===== src/rtl/tlut_pkg.sv =====
// Shared constants and types for the TLUT stream controller.
// Dimensions here are the defaults used by tlut_stream_ctrl and its drain sub-module.
package tlut_pkg;

  localparam int DIM_ROW1     = 3;
  localparam int DIM_COL1     = 3;
  localparam int DIM_COL2     = 3;
  localparam int INPUT_WIDTH  = 4;
  localparam int WEIGHT_WIDTH = 4;
  localparam int ACC_WIDTH    = 13;
  localparam int CELL_LATENCY = 4;

  localparam int N_A = DIM_ROW1 * DIM_COL1;
  localparam int N_B = DIM_COL1 * DIM_COL2;
  localparam int N_P = DIM_ROW1 * DIM_COL2;

  typedef enum logic [2:0] {
    IDLE    = 3'd0,
    LOAD_A  = 3'd1,
    LOAD_B  = 3'd2,
    COMPUTE = 3'd3,
    DRAIN   = 3'd4
  } tlut_ctrl_state_t;

  function automatic int max_int(input int a, input int b);
    return (a > b) ? a : b;
  endfunction

endpackage


===== src/rtl/tlut_result_drain.sv =====
// Result buffer and output stream for the TLUT controller.
// Captures the cell product vector once, then hands elements out in order
// over valid/ready, flagging the final element with out_last.
module tlut_result_drain
  import tlut_pkg::*;
#(
  parameter int N_ELEM = tlut_pkg::N_P,
  parameter int ACC_W  = tlut_pkg::ACC_WIDTH,
  parameter int CNT_W  = 5
)(
  input  logic                    clk,
  input  logic                    rst,
  input  logic                    capture,
  input  logic                    active,
  input  logic [N_ELEM*ACC_W-1:0] cell_result,
  input  logic                    out_ready,
  output logic                    out_valid,
  output logic [ACC_W-1:0]        out_data,
  output logic                    out_last,
  output logic                    done
);

  localparam int               P_IW   = (N_ELEM > 1) ? $clog2(N_ELEM) : 1;
  localparam logic [CNT_W-1:0] P_LAST = CNT_W'(N_ELEM - 1);

  logic [N_ELEM-1:0][ACC_W-1:0] res_buf;
  logic [CNT_W-1:0]             idx;
  logic                         is_last;
  logic                         xfer;

  assign is_last   = (idx == P_LAST);
  assign xfer      = active & out_ready;
  assign out_valid = active;
  assign out_last  = active & is_last;
  assign out_data  = active ? res_buf[P_IW'(idx)] : '0;
  assign done      = xfer & is_last;

  // Snapshot the whole product vector on the final compute cycle
  always_ff @(posedge clk) begin
    if (rst) begin
      res_buf <= '0;
    end else if (capture) begin
      res_buf <= cell_result;
    end
  end

  // Element index advances only on an accepted handshake, so data holds under stall
  always_ff @(posedge clk) begin
    if (rst) begin
      idx <= '0;
    end else if (xfer) begin
      idx <= is_last ? '0 : idx + 1'b1;
    end
  end

endmodule


===== src/rtl/tlut_stream_ctrl.sv =====
// Host-side sequencer for the TLUT matrix cell (simd_cell).
// Streams A then B in row-major order, holds cell_enable for CELL_LATENCY
// cycles, captures the product and streams it back out.
// Optional build macro: TLUT_OP_COUNT_EN enables the saturating op_count register.
module tlut_stream_ctrl
  import tlut_pkg::*;
#(
  parameter int DIM_ROW1     = tlut_pkg::DIM_ROW1,
  parameter int DIM_COL1     = tlut_pkg::DIM_COL1,
  parameter int DIM_COL2     = tlut_pkg::DIM_COL2,
  parameter int INPUT_WIDTH  = tlut_pkg::INPUT_WIDTH,
  parameter int WEIGHT_WIDTH = tlut_pkg::WEIGHT_WIDTH,
  parameter int ACC_WIDTH    = tlut_pkg::ACC_WIDTH,
  parameter int CELL_LATENCY = tlut_pkg::CELL_LATENCY
)(
  input  logic                                                          clk,
  input  logic                                                          rst,
  input  logic                                                          in_valid,
  output logic                                                          in_ready,
  input  logic [((INPUT_WIDTH > WEIGHT_WIDTH) ? INPUT_WIDTH : WEIGHT_WIDTH)-1:0] in_data,
  output logic                                                          out_valid,
  input  logic                                                          out_ready,
  output logic [ACC_WIDTH-1:0]                                          out_data,
  output logic                                                          out_last,
  output logic                                                          busy,
  output logic                                                          cell_enable,
  output logic [DIM_ROW1*DIM_COL1*INPUT_WIDTH-1:0]                      cell_input_bin,
  output logic [DIM_COL1*DIM_COL2*WEIGHT_WIDTH-1:0]                     cell_weight_bin,
  input  logic [DIM_ROW1*DIM_COL2*ACC_WIDTH-1:0]                        cell_result,
  output logic [15:0]                                                   op_count
);

  localparam int NA    = DIM_ROW1 * DIM_COL1;
  localparam int NB    = DIM_COL1 * DIM_COL2;
  localparam int NP    = DIM_ROW1 * DIM_COL2;
  localparam int CNT_W = $clog2(max_int(max_int(NA, NB), max_int(NP, CELL_LATENCY))) + 1;
  localparam int A_IW  = (NA > 1) ? $clog2(NA) : 1;
  localparam int B_IW  = (NB > 1) ? $clog2(NB) : 1;

  localparam logic [CNT_W-1:0] A_LAST      = CNT_W'(NA - 1);
  localparam logic [CNT_W-1:0] B_LAST      = CNT_W'(NB - 1);
  localparam logic [CNT_W-1:0] T_LAST      = CNT_W'(CELL_LATENCY - 1);
  localparam logic [CNT_W-1:0] IDX_AFTER_0 = (NA == 1) ? CNT_W'(0) : CNT_W'(1);

  tlut_ctrl_state_t state, state_nxt;

  logic [CNT_W-1:0]                    load_idx;
  logic [CNT_W-1:0]                    timer;
  logic [NA-1:0][INPUT_WIDTH-1:0]      a_reg;
  logic [NB-1:0][WEIGHT_WIDTH-1:0]     b_reg;
  logic                                beat;
  logic                                capture;
  logic                                drain_active;
  logic                                drain_done;

  assign beat            = in_valid & in_ready;
  assign capture         = (state == COMPUTE) && (timer == T_LAST);
  assign cell_input_bin  = a_reg;
  assign cell_weight_bin = b_reg;

  // State register
  always_ff @(posedge clk) begin
    if (rst) begin
      state <= IDLE;
    end else begin
      state <= state_nxt;
    end
  end

  // Next-state: load A, load B, fixed compute window, drain until last element taken
  always_comb begin
    state_nxt = state;
    case (state)
      IDLE:    if (beat) state_nxt = (NA == 1) ? LOAD_B : LOAD_A;
      LOAD_A:  if (beat && load_idx == A_LAST) state_nxt = LOAD_B;
      LOAD_B:  if (beat && load_idx == B_LAST) state_nxt = COMPUTE;
      COMPUTE: if (capture) state_nxt = DRAIN;
      DRAIN:   if (drain_done) state_nxt = IDLE;
      default: state_nxt = IDLE;
    endcase
  end

  // Outputs decoded from state; reset masks the handshakes so nothing is taken or offered
  always_comb begin
    in_ready     = 1'b0;
    busy         = 1'b1;
    cell_enable  = 1'b0;
    drain_active = 1'b0;
    case (state)
      IDLE: begin
        in_ready = !rst;
        busy     = 1'b0;
      end
      LOAD_A, LOAD_B: in_ready = !rst;
      COMPUTE:        cell_enable = 1'b1;
      DRAIN:          drain_active = !rst;
      default:        ;
    endcase
  end

  // Load element index and compute-window timer
  always_ff @(posedge clk) begin
    if (rst) begin
      load_idx <= '0;
      timer    <= '0;
    end else begin
      case (state)
        IDLE:    if (beat) load_idx <= IDX_AFTER_0;
        LOAD_A:  if (beat) load_idx <= (load_idx == A_LAST) ? '0 : load_idx + 1'b1;
        LOAD_B:  if (beat) load_idx <= (load_idx == B_LAST) ? '0 : load_idx + 1'b1;
        default: load_idx <= '0;
      endcase
      timer <= (state == COMPUTE && !capture) ? timer + 1'b1 : '0;
    end
  end

  // Operand registers; only the low element-width bits of each beat are kept
  always_ff @(posedge clk) begin
    if (rst) begin
      a_reg <= '0;
      b_reg <= '0;
    end else if (beat) begin
      case (state)
        IDLE:    a_reg[A_IW'(0)]        <= in_data[INPUT_WIDTH-1:0];
        LOAD_A:  a_reg[A_IW'(load_idx)] <= in_data[INPUT_WIDTH-1:0];
        LOAD_B:  b_reg[B_IW'(load_idx)] <= in_data[WEIGHT_WIDTH-1:0];
        default: ;
      endcase
    end
  end

  tlut_result_drain #(
    .N_ELEM (NP),
    .ACC_W  (ACC_WIDTH),
    .CNT_W  (CNT_W)
  ) u_drain (
    .clk         (clk),
    .rst         (rst),
    .capture     (capture),
    .active      (drain_active),
    .cell_result (cell_result),
    .out_ready   (out_ready),
    .out_valid   (out_valid),
    .out_data    (out_data),
    .out_last    (out_last),
    .done        (drain_done)
  );

`ifdef TLUT_OP_COUNT_EN
  logic [15:0] op_cnt_q;

  // Completed-operation counter, saturating at all-ones
  always_ff @(posedge clk) begin
    if (rst) begin
      op_cnt_q <= '0;
    end else if (drain_done && op_cnt_q != 16'hFFFF) begin
      op_cnt_q <= op_cnt_q + 16'd1;
    end
  end

  assign op_count = op_cnt_q;
`else
  assign op_count = '0;
`endif

endmodule


===== config.mk =====
export PLATFORM = sky130hd
export DESIGN_NAME = tlut_stream_ctrl
export DESIGN_NICKNAME = d
export VERILOG_FILES = /design/src/rtl/tlut_pkg.sv /design/src/rtl/tlut_result_drain.sv /design/src/rtl/tlut_stream_ctrl.sv
export SDC_FILE = /design/constraint.sdc
export NUM_CORES = 1
export LEC_CHECK = 0
export ABC_AREA = 1
export CAP_MARGIN = 25
export CORE_AREA = 2 2 176 178
export CTS_CLUSTER_DIAMETER = 60
export DETAILED_ROUTE_END_ITERATION = 16
export DIE_AREA = 0 0 178 180
export SLEW_MARGIN = 5
export SYNTH_ARGS = -nofsm -noshare
export SYNTH_HDL_FRONTEND = slang
export SYNTH_SLANG_ARGS = --single-unit
export TNS_END_PERCENT = 30

===== constraint.sdc =====
create_clock -name clk -period 5.8 [get_ports clk]
set_clock_uncertainty 0.05 [all_clocks]
set_input_delay 0.87 -clock clk [delete_from_list [all_inputs] [get_ports clk]]
set_output_delay 0.87 -clock clk [all_outputs]
set_load 0.03 [all_outputs]

---- Word level (Yosys, flattened, before mapping) ----
Index checks and enable logic that the tools add are counted.
storage, ports and cells
  register bits ........................... 207
  input bits .............................. 125
  latch bits .............................. 0
  memory bits (read-only) ................. 0
  memories ................................ 0
  word-level logic and storage cells ...... 94
  output and inout bits ................... 106
  RAM bits ................................ 0
cells by class
  multipliers ............................. 0
  order comparisons ....................... 3
  bitwise operators ....................... 5
  reduce and logical (&&, ||, !) cells .... 16
  add/sub/neg operators ................... 3
  shifts and indexed selects .............. 0
  multiplexer cells ....................... 23
  div/mod/pow operators ................... 0
  eq/ne operators ......................... 13
operator list
  kind                 count
  $bwmux 36            2
  $bmux 13 s4          1
  $mux 13              2
  $mux 5               4
  $demux 4 s4          1
  $add 5x1->5 const B  3
  $mux 3               5
  $pmux 3 s5           1
  $eq 5x4->1 const B   2
  $lt 4x5->1 const B   2
  $ne 2x2->1 const B   5
  $pmux 5 s2           1
  $pmux 4 s2           1
  $reduce_and 2->1     4
  $eq 3x2->1 const B   2
  $eq 5x2->1 const B   1
  $reduce_and 5->1     1
  $and 1x1->1          4
  $ge 4x1->1 const B   1
  $logic_and 1x1->1    4
  $mux 1               4
  $mux 4               1
  $reduce_or 2->1      2
  $eq 3x1->1 const B   1
  7 further kinds      8

---- Logic depth before layout (Yosys ltp) ----
Gate-level depths: netlist of the first run.
  word-level depth ........................ 7
  depth in mapped cells ................... 12
  mapped depth without buffers ............ 12

---- By module ----
Synthesis of the first run repeated with hierarchy kept, for this count alone.
unflattened totals
  cell total of the unflattened synthesis .. 1,279
  area, all modules ....................... 9,128.8 um^2
modules (own cells, without submodules)
  module             area each (um^2)  seq. area each (um^2)  cells an instance  instances
  tlut_result_drain  5,562.8           2,442.3                803                1
  tlut_stream_ctrl   3,565.9           1,701.6                476                1

---- Worst setup path after synthesis of the first run ----
OpenSTA, ideal clock, no wires.
  path type ............................... input to output
  start ................................... input rst
  end ..................................... output out_data[10]
  data arrival time ....................... 2.424 ns
  stages .................................. 5
  data required time ...................... 4.880 ns
  setup slack ............................. 2.456 ns
  path buffers ............................ 2
  cells stage by stage .................... buf_2 -> nor2_1 -> inv_1 -> clkbuf_1 -> a21oi_1
between the ends
  longest elaborated chain between the ends .. 3
ends and longest elaborated chain
  element              line                     source
  start, declared      tlut_stream_ctrl.sv:17   input logic rst,
  $logic_not 1->1      tlut_stream_ctrl.sv:96   DRAIN: drain_active = !rst;
  $mux 1               tlut_stream_ctrl.sv:89   case (state)
  named net out_valid  tlut_stream_ctrl.sv:21   output logic out_valid,
  $mux 13              tlut_result_drain.sv:35  assign out_data = active ? res_buf[P_IW'(idx)] : '0;
  end, declared        tlut_stream_ctrl.sv:23   output logic [ACC_WIDTH-1:0] out_data,
The timed path passes the listed nets, and every way through them passes these cells.

---- Final worst setup path of the first run ----
  start ................................... register u_drain.idx[0]
  end ..................................... output out_data[7]
between the ends
  longest elaborated chain between the ends .. 3
ends and longest elaborated chain
  element                        line                     source
  start, declared                tlut_result_drain.sv:27  logic [CNT_W-1:0] idx;
  start signal, assigned         tlut_result_drain.sv:52  idx <= is_last ? '0 : idx + 1'b1;
  $bmux 13 s4                    tlut_result_drain.sv:35
  $mux 13 (implied by the code)  tlut_result_drain.sv:35
  $mux 13                        tlut_result_drain.sv:35
No other way between the ends. The select of a mux whose other input is x is not followed.

==> summary.txt, run 1 <==
Timing
  • Fin crit share: 74.6%
  • Slew headroom: between 30% and 40%
  • Hold_ws: between 0.3 and 0.4 ns
  • Final hold vios: 0
  • Slew Viols, Final: 0
  • # setup viols final: 0
  • Final TNS setup: 0 ns
  • RSZ-0062 raised after global routing: false
  • Measured slew at the worst slew-check pin: slightly above 1 ns
  • Peak Freq: about 0.23 GHz
  • Minimum clock period: between 4 and 5 ns

Global route
  • First-pass GRT wire length: between 40000 and 50000 µm
  • Remaining global-route overflow: 0
  • Initial antenna violation count: 6
  • GRT Overall Usage: between 10% and 20%
  • Vias in the first global route: roughly 8400
  • Pin count of the biggest net entering global routing: around 110

Die
  • # IOs: 231
  • Floorplan row count: 64
  • Die Span Y: roughly 180 µm
  • Die X: around 180 µm
  • Core box area: 30200 µm²
  • Initial core utilization: 29.4%
  • Die area: ~32000 µm²

Worst setup path
  • WP data required: 4.88 ns
  • Worst r2r path cells: 9
  • Worst endpoint data arrival time: approximately 3.4 ns
  • Cell Chain, Critical Path: inv_2 > a21oi_1 > o21ai_0 > nand3_1 > nand3_1 > a21oi_1 > clkdlybuf4s50_1
  • Critical path's top delay family: buffers and inverters
  • Nature of the critical path endpoint: primary output
  • Crit path max fanout: 66
  • Startpoint Class: flip-flop
  • Worst path depth: 7
  • CP max stage cell: dfxtp_1
  • CP peak stage delay: between 0.7 and 0.8 ns
  • CP Class: flip-flop to primary output
  • Crit path buf inv count: 2
  • Worst R2R Setup Slack: 2.87 ns

Clock network
  • # Post-CTS Setup Buffers: 0
  • CTS sink cnt: approximately 210
  • Clk_lat worst skew: roughly 0.52 ns
  • Hold_buf cts: 0
  • Post-cts resize count: 0
  • Reg clk slew, reported paths: ~0.050 ns
  • Clock buffer depth: 3
  • Root buffer cell: clkbuf_16
  • CTS tree: built
  • H-Tree Depth: 1
  • TritonCTS Buffers: 25

Route
  • Met2 routed WL: around 13000 µm
  • Top routing layer in use: met5
  • Wire per inst: roughly 17 µm
  • DRC Markers: 0
  • DRT Pass-1 Iters: 5
  • Routed vias: between 8000 and 9000
  • Met1 wire length: approximately 13000 µm
  • Starting DRT DRC Count: approximately 670
  • Antenna-violating nets left: 0
  • Drt via density: ~4.8
  • Routed wl met3: 3100 µm
  • Routed WL: around 30000 µm

Power
  • Power Density: 302 nW/µm²
  • Max VDD drop: between 200 and 250 µV
  • P_leak: approximately 4.5 nW

Layout
  • Final nets: 1513
  • Layout cell share with drive strength beyond 1: slightly below 6%
  • Final Util: 39.7%
  • Layout area overhead: 34.7%

Outcome
  • Run status: finished, final reports clean

Synth
  • Post-synthesis register bit count: 207
  • Synthesized cell area: approximately 8900 µm²
  • Syn. warnings: 0
  • Sequential element share of the synthesized area: about 47%
  • Mapped Cells: 1216
  • Synth unique cells: 33
  • Syn Area/Cell: 7.31 µm²

Flow run
  • Max-cap violation count: 0

Worst hold path
  • Min-delay worst type: flip-flop to flip-flop
  • Hold-critical path depth: 1

Place
  • IO buf count: about 210
  • Placer Congestion: 0.881
  • DPL Wire Length: ~21000 µm
logic make-up (layout without fill, tap and decap cells):
logic type | count (synthesis) | after routing | share of synthesized area (%)
AO/OA/AOI/OAI | 373 | 373 | 21.1
other | 1 | 20 | 0.0422
XOR/XNOR | 4 | 4 | 0.394
flip-flops | 207 | 207 | 46.6
adder cells (fa/ha/maj) | 7 | 7 | 0.985
AND/OR/NAND/NOR | 426 | 426 | 20.8
buffers and inverters | 198 | 365 | 10.0
report_power, final:
| part | switching, mW | internal [mW] | leakage, nW |
|---|---|---|---|
| sequential | 0.0297 | 1.45 | 1.67 |
| clock | 0.624 | 0.905 | 0.394 |
| combinational | 0.384 | 0.218 | 2.39 |
cells in the final DEF (no fill, tap or decap), drive strengths merged, types with 2 or more instances in the layout:
cell type / n
nor2: 247
clkinvlp: 2
clkinv: 4
and3: 2
nand4: 16
clkbuf: 34
nor3: 7
conb: 16
inv: 100
nand3: 81
ha: 7
dfxtp: 207
buf: 10
a21oi: 155
xor2: 3
nand2: 72
clkdlybuf4s50: 214
diode: 4
o21ai: 214
sequential cells by signal (all words and copies together) (netlist names):
name             cells
state                3
timer                5
cell_weight_bin     36
u_drain.idx          5
cell_input_bin      36
load_idx             5
u_drain.res_buf    117
cells in the mapped netlist:
| library cell | n | area, µm² |
|---|---|---|
| nor2_1 | 241 | 905 |
| dfxtp_1 | 207 | 4140 |
| o21ai_0 | 205 | 1030 |
| a21oi_1 | 155 | 776 |
| inv_1 | 83 | 312 |
| nand3_1 | 80 | 400 |
| nand2_1 | 63 | 236 |
| clkbuf_1 | 45 | 169 |
| buf_2 | 24 | 120 |
| buf_4 | 17 | 128 |
| nand4_1 | 16 | 100 |
| inv_2 | 13 | 48.8 |
| o21ai_1 | 9 | 45.0 |
| buf_1 | 8 | 30.0 |
| buf_6 | 7 | 78.8 |
| ha_1 | 7 | 87.6 |
| nand2_4 | 7 | 78.8 |
| nor3_1 | 6 | 30.0 |
| nor2_2 | 5 | 31.3 |
| xor2_1 | 3 | 26.3 |
| and3_1 | 2 | 12.5 |
| nand2_2 | 2 | 12.5 |
| a211oi_1 | 1 | 7.51 |
| a31oi_1 | 1 | 6.26 |
| conb_1 | 1 | 3.75 |
| inv_4 | 1 | 6.26 |
| nand3_2 | 1 | 10.0 |
| nand3b_1 | 1 | 7.51 |
| nor2_4 | 1 | 11.3 |
| nor3_2 | 1 | 10.0 |
| o211ai_1 | 1 | 7.51 |
| o21bai_2 | 1 | 11.3 |
| xnor2_1 | 1 | 8.76 |
layer usage:
layer	track usage, %	up-vias
met5	0	-
met4	5.70	4
met3	6.62	57
met2	28.7	302
met1	22.8	3923
li1	-	4325
area by class of cell:
| type | instances | area [µm²] |
|---|---|---|
| Inverter | 97 | 372 |
| Clock buffer | 34 | 709 |
| Fill cell | 3080 | 18200 |
| Timing Repair Buffer | 224 | 2240 |
| Sequential cell | 207 | 4140 |
| Tap cell | 396 | 495 |
| Multi-Input combinational cell | 826 | 3910 |
| Antenna cell | 4 | 10.0 |
| Clock inverter | 10 | 97.6 |
stage by stage:
step | total power, mW | instance area, µm² | std cells | setup WS, ns
floorplan | 1.88 | 8940 | 1231 | 2.46
CTS | 3.64 | 12000 | 1794 | 1.43
global route | 3.77 | 12000 | 1795 | 1.21
global placement | 2.10 | 11100 | 1749 | 1.67
finish | 3.61 | 12000 | 1798 | 1.47
detailed placement | 2.11 | 11200 | 1750 | 1.70
final timing paths:
| path | endpoint | startpoint |
|---|---|---|
| setup / recovery | out_data[7] | u_drain.idx[0]$_SDFFE_PP0N_ |
| hold / removal | timer[0]$_SDFF_PP0_ | timer[0]$_SDFF_PP0_ |
| setup reg to reg | u_drain.res_buf[38]$_SDFFE_PP0P_ | state[1]$_SDFFE_PP0P_ |
| hold reg to reg | timer[0]$_SDFF_PP0_ | timer[0]$_SDFF_PP0_ |
No activity file was read; power rests on OpenSTA's default activity.
==> run 2, diff against run 1 <==
Clock period 5.8 ns to 3.7 ns, I/O delays scaled along.
==> run 2 against run 1 <==
  * Utilization rose by 0.67 points
  * Global-route usage rose by 0.094 points
  * Sequential cell count did not move
  * Total power rose by 62%
  * Sequential share of layout area fell by 0.58 points
  * Clock power rose by 68%
  * Final area rose by 1.7%
  * Via count rose by 0.44%
  * Hold slack improved by 0.0053 ns
  * Critical path type unchanged
  * Largest power group unchanged
  * Highest routed layer unchanged
==> summary.txt, run 2 (same netlist as run 1, synthesis figures left out) <==
Clock network
  • Reg clk slew, reported paths: 0.06 ns (about the same)
  • CTS tree: built
  • TritonCTS Buffers: 27 (+8.0%)
  • Hold_buf cts: 0 (unchanged)
  • Clk_lat worst skew: 0.53 ns (about the same)
  • # Post-CTS Setup Buffers: 0 (unchanged)
  • Root buffer cell: clkbuf_16
  • Clock buffer depth: 3 (unchanged)
  • H-Tree Depth: 1 (unchanged)
  • CTS sink cnt: 207 (unchanged)
  • Post-cts resize count: 0 (unchanged)

Die
  • Die X: 178 µm (unchanged)
  • Die area: 32000 µm² (unchanged)
  • Die Span Y: 180 µm (unchanged)
  • Floorplan row count: 64 (unchanged)
  • Initial core utilization: 29.4% (unchanged)
  • # IOs: 231 (unchanged)
  • Core box area: 30200 µm² (unchanged)

Worst setup path
  • WP data required: 3.09 ns (-1.79 ns)
  • Reg2reg start: state[1]$_SDFFE_PP0P_
  • Cell Chain, Critical Path: nor2_1 > nand2_1 > nor2_1 > inv_1 > a21oi_1 > buf_12
  • Critical path's top delay family: simple AND/OR/NAND/NOR gates
  • Nature of the critical path endpoint: primary output
  • Worst R2R Setup Slack: 1.41 ns (-1.46 ns)
  • Worst r2r path cells: 8 (-1)
  • Crit path buf inv count: 2 (unchanged)
  • CP Class: flip-flop to primary output
  • Crit-path most repeated cell: nor2_1
  • CP max stage cell: inv_1
  • Crit path max fanout: 14 (-79%)
  • Startpoint Class: flip-flop
  • RR Endpoint: u_drain.idx[2]$_SDFFE_PP0N_
  • CP peak stage delay: 0.41 ns (-0.31 ns)
  • Worst endpoint data arrival time: 2.51 ns (-0.90 ns)

Timing
  • Final TNS setup: 0 ns (unchanged)
  • Minimum clock period: 3.12 ns
  • Fin crit share: a little over four fifths
  • Measured slew at the worst slew-check pin: 0.840 ns (-0.173 ns)
  • Slew Viols, Final: 0 (unchanged)
  • Peak Freq: approximately 0.32 GHz
  • RSZ-0062 raised after global routing: false
  • Final hold vios: 0 (unchanged)
  • Slew headroom: 43.8% (+12 points)
  • # setup viols final: 0 (unchanged)

Outcome
  • Run status: finished, final reports clean

Global route
  • Global Route met3 Usage: 5.99% (-0.63 points)
  • Pin count of the biggest net entering global routing: 114 (+6.5%)
  • Initial antenna violation count: 5 (-1)
  • Remaining global-route overflow: 0 (unchanged)
  • Grt met1 use: 23.1% (+0.36 points)
  • Vias in the first global route: 8239 (-1.7%)
  • First-pass GRT wire length: 46100 µm (+0.27%)
  • Met2 usage: 29.5% (+0.76 points)
  • GRT busiest layer: met2
  • GRT Overall Usage: 18.2% (+0.094 points)

Power
  • Max VDD drop: 326 µV (+42%)
  • P_leak: 4.57 nW (+2.7%)
  • Power Total: 5.86 mW (+62%)
  • Power Density: 481 nW/µm² (+60%)

Place
  • DPL Wire Length: 21100 µm (+1.6%)
  • Placer Congestion: 0.867 (-1.7%)
  • IO buf count: 214 (unchanged)
  • Post-DP Area: 11300 µm² (+1.0%)

Layout
  • Max reg flops: 117 (unchanged)
  • Final Util: 40.3% (+0.67 points)
  • Layout cell share with drive strength beyond 1: 7.74% (+1.8 points)
  • Final Cell Area: 12200 µm² (+1.7%)
  • Final nets: 1519 (+0.40%)
  • Layout area overhead: 37.0%
  • Most common cell after layout, fill and taps aside: nor2_1
  • Most frequent cells in the layout: nor2_1, dfxtp_1, o21ai_0
  • Register bank with the most flops: u_drain.res_buf

Route
  • Routed WL: 30300 µm (+1.3%)
  • Starting DRT DRC Count: 714 (+7.0%)
  • Drt via density: 4.79 (about the same)
  • Wire per inst: 16.8 µm (+0.79%)
  • Antenna-violating nets left: 0 (unchanged)
  • DRT Pass-1 Iters: 6 (+1)
  • Routed vias: 8649 (+0.44%)
  • DRC Markers: 0 (unchanged)

Worst hold path
  • Hold wc startpoint: u_drain.res_buf[13]$_SDFFE_PP0P_
  • Hold-critical path depth: 2 (+1)
  • Min-delay worst type: flip-flop to flip-flop
  • Hold EP: u_drain.res_buf[13]$_SDFFE_PP0P_

Flow run
  • Max-cap violation count: 0 (unchanged)
==> run 2: changes by cell type in the layout (fill, tap and decap cells not counted), sizes merged <==
| cell | delta |
|---|---|
| inv | +2 |
| clkinv | +4 |
| diode | -1 |
| clkdlybuf4s50 | -14 |
| buf | +18 |
==> run 2: worst max path at each step <==
stage	depth (start not counted)	end	from
6_report	6	out_data[2]	state[1]$_SDFFE_PP0P_
5_1_grt	6	out_data[2]	state[1]$_SDFFE_PP0P_
4_1_cts	6	out_data[2]	state[1]$_SDFFE_PP0P_
3_5_place_dp	9	state[1]$_SDFFE_PP0P_	rst
3_3_place_gp	5	out_data[6]	rst
2_1_floorplan	5	out_data[10]	rst
==> run 2: final cells by class <==
cell class | count | area, µm²
inverters | 97 | 372
flip-flops and latches | 207 | 4140
clock inverters | 16 | 148
clock buffers | 34 | 752
multi-input cells | 826 | 3910
diodes | 3 | 7.51
fillers | 3081 | 18000
repair buffers | 228 | 2350
well taps | 396 | 495
==> run 2: per-layer routing <==
layer	share of wire (%)	wire (µm)
met1	42	12700
met2	45	13700
met4	2.3	700
met3	10	3150
met5	0.043	13
==> run 2: per-stage QoR <==
step	std cells	setup WS, ns	hold slack [ns]
global route	1804	0.429	0.422
CTS	1804	0.523	0.405
finish	1807	0.581	0.403
detailed placement	1754	0.844	0.395
global placement	1754	0.890	0.379
floorplan	1231	0.986	0.368
==> run 2: tightest hold or removal path, delay by kind of cell, from the launching register on <==
kind | cells | cell delay (ns)
flops | 1 | 0.29
buf+inv | 1 | 0.06
compound gates | 1 | 0.05
==> run 2: where the power goes <==
group / switching (mW) / internal (mW) / total, mW
logic: 0.623 / 0.345 / 0.967
registers: 0.0459 / 2.28 / 2.32
clock network: 1.04 / 1.53 / 2.57
